File: config.mk
export PLATFORM = sky130hd
export DESIGN_NAME = register_file
export DESIGN_NICKNAME = d
export VERILOG_FILES = /design/src/rtl/regfile_pkg.sv /design/src/rtl/regfile_read_port.sv /design/src/rtl/register_file.sv
export SDC_FILE = /design/constraint.sdc
export NUM_CORES = 2
export LEC_CHECK = 0
export ABC_AREA = 1
export CAP_MARGIN = 20
export CORE_MARGIN = 3
export CORE_UTILIZATION = 45
export DETAILED_ROUTE_END_ITERATION = 10
export PLACE_DENSITY = 0.63
export SKIP_CTS_REPAIR_TIMING = 1
export SLEW_MARGIN = 0
export SYNTH_ARGS = -nofsm -noshare
export SYNTH_HDL_FRONTEND = slang
export SYNTH_HIERARCHICAL = 1
export SYNTH_SLANG_ARGS = --single-unit
File: constraint.sdc
create_clock -name clk -period 3.1 [get_ports clk]
set_input_delay 0.62 -clock clk [delete_from_list [all_inputs] [get_ports clk]]
set_output_delay 0.62 -clock clk [all_outputs]
set_load 0.005 [all_outputs]
File: src/rtl/regfile_pkg.sv
// Shared constants and types for the 32 x 32-bit general-purpose register file.
package regfile_pkg;

    localparam int unsigned DATA_W   = 32;
    localparam int unsigned ADDR_W   = 5;
    localparam int unsigned NUM_REGS = 32;
    localparam int unsigned ZERO_REG = 0;

    typedef logic [ADDR_W-1:0] reg_addr_t;
    typedef logic [DATA_W-1:0] reg_data_t;

endpackage

File: src/rtl/regfile_read_port.sv
// One combinational read port: address mux over the storage array, register-0 override
// and, when REGFILE_WRITE_BYPASS_EN is defined, same-cycle forwarding of the pending write.
module regfile_read_port #(
    parameter int unsigned DATA_W = 32,
    parameter int unsigned ADDR_W = 5
) (
    input  logic [(2**ADDR_W)-1:0][DATA_W-1:0] regs,
    input  logic [ADDR_W-1:0]                  raddr,
`ifdef REGFILE_WRITE_BYPASS_EN
    input  logic                               rst,
    input  logic                               wen,
    input  logic [ADDR_W-1:0]                  waddr,
    input  logic [DATA_W-1:0]                  wdata,
`endif
    output logic [DATA_W-1:0]                  rdata
);
    import regfile_pkg::*;

    localparam logic [ADDR_W-1:0] ZERO_ADDR = ADDR_W'(ZERO_REG);

    // Select stored word; register 0 always reads zero, even before the first reset.
    always_comb begin
        rdata = regs[raddr];
`ifdef REGFILE_WRITE_BYPASS_EN
        // Forward the write that will commit at the next edge; reset cancels that write.
        if (wen && !rst && (waddr != ZERO_ADDR) && (raddr == waddr)) begin
            rdata = wdata;
        end
`endif
        if (raddr == ZERO_ADDR) begin
            rdata = '0;
        end
    end

endmodule

File: src/rtl/register_file.sv
// Two-read, one-write register file, 2**ADDR_W entries of DATA_W bits, register 0 hardwired
// to zero. Optional write-to-read forwarding is enabled by defining REGFILE_WRITE_BYPASS_EN.
module register_file #(
    parameter int unsigned DATA_W = regfile_pkg::DATA_W,
    parameter int unsigned ADDR_W = regfile_pkg::ADDR_W
) (
    input  logic              clk,
    input  logic              rst,
    input  logic [ADDR_W-1:0] waddr,
    input  logic [DATA_W-1:0] wdata,
    input  logic [ADDR_W-1:0] raddr1,
    output logic [DATA_W-1:0] rdata1,
    input  logic [ADDR_W-1:0] raddr2,
    output logic [DATA_W-1:0] rdata2,
    input  logic              wen
);
    import regfile_pkg::*;

    localparam int unsigned       NREGS     = 2**ADDR_W;
    localparam logic [ADDR_W-1:0] ZERO_ADDR = ADDR_W'(ZERO_REG);

    logic [NREGS-1:0][DATA_W-1:0] mem;

    // Storage update: reset clears every entry and wins over a coincident write.
    always_ff @(posedge clk) begin
        if (rst) begin
            mem <= '0;
        end else if (wen && (waddr != ZERO_ADDR)) begin
            mem[waddr] <= wdata;
        end
    end

    regfile_read_port #(
        .DATA_W (DATA_W),
        .ADDR_W (ADDR_W)
    ) u_read_port1 (
        .regs  (mem),
        .raddr (raddr1),
`ifdef REGFILE_WRITE_BYPASS_EN
        .rst   (rst),
        .wen   (wen),
        .waddr (waddr),
        .wdata (wdata),
`endif
        .rdata (rdata1)
    );

    regfile_read_port #(
        .DATA_W (DATA_W),
        .ADDR_W (ADDR_W)
    ) u_read_port2 (
        .regs  (mem),
        .raddr (raddr2),
`ifdef REGFILE_WRITE_BYPASS_EN
        .rst   (rst),
        .wen   (wen),
        .waddr (waddr),
        .wdata (wdata),
`endif
        .rdata (rdata2)
    );

endmodule

Word level (Yosys, flattened, before mapping)
Cells that the tools add are included.

storage, ports and cells
  logic and storage cells = 50
  latch bits = 0
  ROM bits = 0
  flip-flop bits (word level) = 1024
  bits in writable memories = 0
  input port bits = 50
  output and inout port bits = 64
  memories kept = 0

operators by class
  muxes and demuxes = 9
  shift-type cells = 0
  bitwise operators = 0
  reduce and logical (&&, ||, !) cells = 5
  $lt $le $gt $ge = 4
  $add $sub $neg = 0
  multipliers = 0
  divide/modulo/power cells = 0
  equal/unequal tests = 0

operator list
  operator              count
  $bwmux W1024          1
  $bmux W32 S5          2
  $demux W32 S5         1
  $mux W32              5
  $lt A5 B6 Y1 const B  3
  $logic_not A5 Y1      2
  $ge A5 B1 Y1 const B  1
  $reduce_bool A5 Y1    1
  $logic_and A1 B1 Y1   2

Depth between registers and ports, before layout
  depth in word-level cells = 5
  mapped depth = 12
  depth with buffers taken out = 9

Cells and area by module
Netlist, hierarchy kept.

modules (own cells, without submodules)
  module             area each (sq um)  instances  cells each  sequential area each (sq um)
  register_file      35295.1            1          4314        20499.7
  regfile_read_port  10737.8            2          2464        0.0

Worst setup path after synthesis
OpenSTA, ideal clock, no wires.

  path type = input -> output
  start point = input raddr1[0]
  end point = output rdata1[5]
  data arrival time = 1598 ps
  data required time = 2480 ps
  cell stages on the path = 12
  buffers on the path = 3
  setup slack = 882 ps
  cell sequence = buf_6 inv_8 buf_6 buf_4 nand2_1 nand3_1 nand3_1 nand2_1 nand2_1 nand2_1 nor2_1 nor2_1

between the ends
  longest elaborated chain between the ends = 3
  elaborated cells on any way between the ends = 4
  those cells by class = mux: 3; reduce/logical: 1

RTL lines
  what                            line                     text
  from (decl)                     register_file.sv:11      input logic [ADDR_W-1:0] raddr1,
  $bmux W32 S5                    regfile_read_port.sv:23  rdata = regs[raddr];
  $mux W32 (implied by the code)  regfile_read_port.sv:23
  $mux W32 *                      regfile_read_port.sv:30  if (raddr == ZERO_ADDR) begin
  to (decl)                       register_file.sv:12      output logic [DATA_W-1:0] rdata1,

Mark *: on every way between the ends. The rest lies on a longest branch, timed or not. The select of a mux whose other input is x is not followed.

Worst setup path after layout
  start point = input raddr2[1]
  end point = output rdata2[19]

between the ends
  longest elaborated chain between the ends = 3
  elaborated cells on any way between the ends = 4
  those cells by class = mux: 3; reduce/logical: 1

RTL lines
  what                            line                     text
  from (decl)                     register_file.sv:13      input logic [ADDR_W-1:0] raddr2,
  $bmux W32 S5                    regfile_read_port.sv:23
  $mux W32 (implied by the code)  regfile_read_port.sv:23
  $mux W32 *                      regfile_read_port.sv:30
  to (decl)                       register_file.sv:14      output logic [DATA_W-1:0] rdata2,

Marks and branches as above.

==> out/results.ini <==
[synthesis]
synth_top_area_share_pct=36.1
syn_inst=9242
muxShareOfSynthArea_pct=0
synth_compound_area_share_pct=14.9
syn_area_per_cell_um2=6.14
syn_nets=9292
synth_area_leader_cell=dfxtp_1
syn_area_um2=56800
seq_area_frac_synth_pct=36.1
ys_seq_elements=1024
synth_top_family_by_area=simple AND/OR/NAND/NOR gates
yosys.area_share.simple_pct=39.3
ys_warn_count=6
synth_xor_area_share_pct=0
synthTopCellsByArea=dfxtp_1 36%, nand2_1 19%, nand3_1 12%
synth_cell_types=19
synth_fa_ha_area_share_pct=0

[sta]
hold_violations=0
layout_setup_ws_ps=-191
min_period_over_period_pct=106
worst_pin_slew_ps=1150
fin_hold_ws_ps=344
setup_violations=5
rsz0062_at_grt=yes
slew_headroom_pct=23.1
finClkSkew_ps=0
drv_slew=0
fmaxAchievable_ghz=0.304
fin_crit_ps=3290

[power]
powerDensity_nw_per_um2=476
p_leak_uw=0.0288
max-vdd-ir-drop_mv=0.496
finalPower_uw=32800

[status]
violations=negative setup slack
status=complete, but fails checks

[clock_network]
h-tree-depth=3
cts_tree=done
clockBufferDepth=3
clock-sinks=1024
numCtsBuffers=114
clock_latency_ps=740
cts.clk_slew.worst_paths_ps=60
root_buffer=clkbuf_16

[place]
place.gp.congestion=0.928
place_hpwl_mm=149
dpl_cell_area_um2=62500
port_buffers=113

[cells_and_area]
final_util_pct=55.5
largestRegisters=mem x1024
final_area_um2=69000
largest_register_ffs=1024
layout.nets=9272
drive_above_1_share_pct=10.6
regMostFlops=mem
num-fill-cells=12000
syn_to_final_growth_pct=21.6

[floorplan]
die-height_um=361
initial_utilization_pct=45.6
num_io_pins=114
die_w_um=361
dieArea_um2=130000
core_area_um2=124000
rows=129

[detailed_routing]
routedWlPerCell_um=23.3
routed_wl_mm=255
drtIter0Drc=10500
ant_nets=0
drc_errors=0
drt-pass1-iter-count=9
avgViaCountPerCell=6.05
vias=66200

[grt]
globalRouteTotalUtil_pct=35.8
grt_start_max_net_pins=126
grt_first_pass_wirelength_mm=366
grt.overflow.total=0
grt_antenna_before_repair=14
grt_pass1_vias=59100

[worst_setup_path]
worstPathArrival_ps=2670
cp-start-kind=input pin
required_ps=2480
critical_path.startpoint=raddr2[1]
path_class=input pin to output pin
critPathCaptureType=output pin
worst-path-max-fanout=19
timing.rr.start=mem[1022]

[flow_run]
drv_cap=0

[hold_path]
min_from=rst
hp-class=input pin to flop

worst max-delay path, cell delays in order:
cell             delay, ps
buf_16                 140
clkinv_16              110
buf_16                 180
buf_16                 180
nand3_1                100
nand3_1                 90
nand2_1                160
nand2_1                 90
nand2_1                 80
nor2_1                  60
nor2_2                 260
clkdlybuf4s50_1        570
cells in the mapped netlist, drive strengths merged:
library cell  instances
nor3                  2
nor2                912
nand3              1377
inv                 306
dfxtp              1024
o21ai               948
buf                 417
a21oi               740
nand4               194
nand2              2858
clkbuf              464
metrics by stage:
stage	worst slack (ps)	TNS [ps]	instances
floorplan	882	0	9242
global placement	-375	-8280	10600
detailed placement	-295	-7330	10600
CTS	-301	-8050	10800
global route	-218	-911	10900
finish	-191	-634	11000
cells in the final DEF, fill, tap and decap left out, types with 2 or more instances in the layout:
master,count
nand2_1,2832
nand3_1,1366
dfxtp_1,999
o21ai_0,885
nor2_1,829
a21oi_1,739
buf_4,328
inv_1,294
buf_12,198
nand4_1,194
clkbuf_16,151
o21ai_1,63
dlymetal6s2s_1,55
nor2_2,44
clkdlybuf4s50_1,42
nor2_4,39
buf_16,38
buf_6,36
clkinv_2,27
nand2_2,26
dfxtp_2,25
clkbuf_1,20
clkbuf_8,20
bufinv_16,11
nand3_2,9
diode_2,7
clkinv_16,7
buf_8,6
inv_2,3
inv_6,3
clkinv_4,3
buf_2,3
inv_8,2
nand3_4,2
clkinv_8,2
clkinvlp_4,2
inv_16,2
path summary, 6_finish.rpt:
check,to,slack [ps],cells past startpoint
max,rdata2[19],-190,12
max reg2reg,mem[1022],2310,4
min,mem[1019],340,4
min reg2reg,mem[8],440,2
power breakdown:
group	switching, µW	total, µW	internal, µW
Sequential	128	13500	13300
Clock	5940	14200	8260
Combinational	3300	5200	1900
cell families (layout without fill, tap and decap cells):
group | Yosys count | in the layout
compound gates | 1688 | 1688
buf+inv | 1187 | 1253
other cells | 0 | 7
flops | 1024 | 1024
simple gates | 5343 | 5343
layer usage:
layer  routed length (µm)  track usage (%)  up-vias
li1                     -                -    30300
met1                99200             48.2    30300
met2               109000             54.4     4738
met3                34000             8.19      878
met4                13200             16.2        6
met5                   35                0        -
final cells by class:
type	count	area [µm²]	share of cell area [%]
clock buffer	157	3280	4.75
tap	1637	2050	2.97
timing repair inverter	5	121	0.176
clock inverter	45	558	0.808
antenna	7	17.5	0.0254
multi-input combinational	7031	31300	45.3
sequential	1024	20500	29.7
inverter	306	1270	1.85
timing repair buffer	740	9940	14.4
Power figures use the tool's default switching activity.
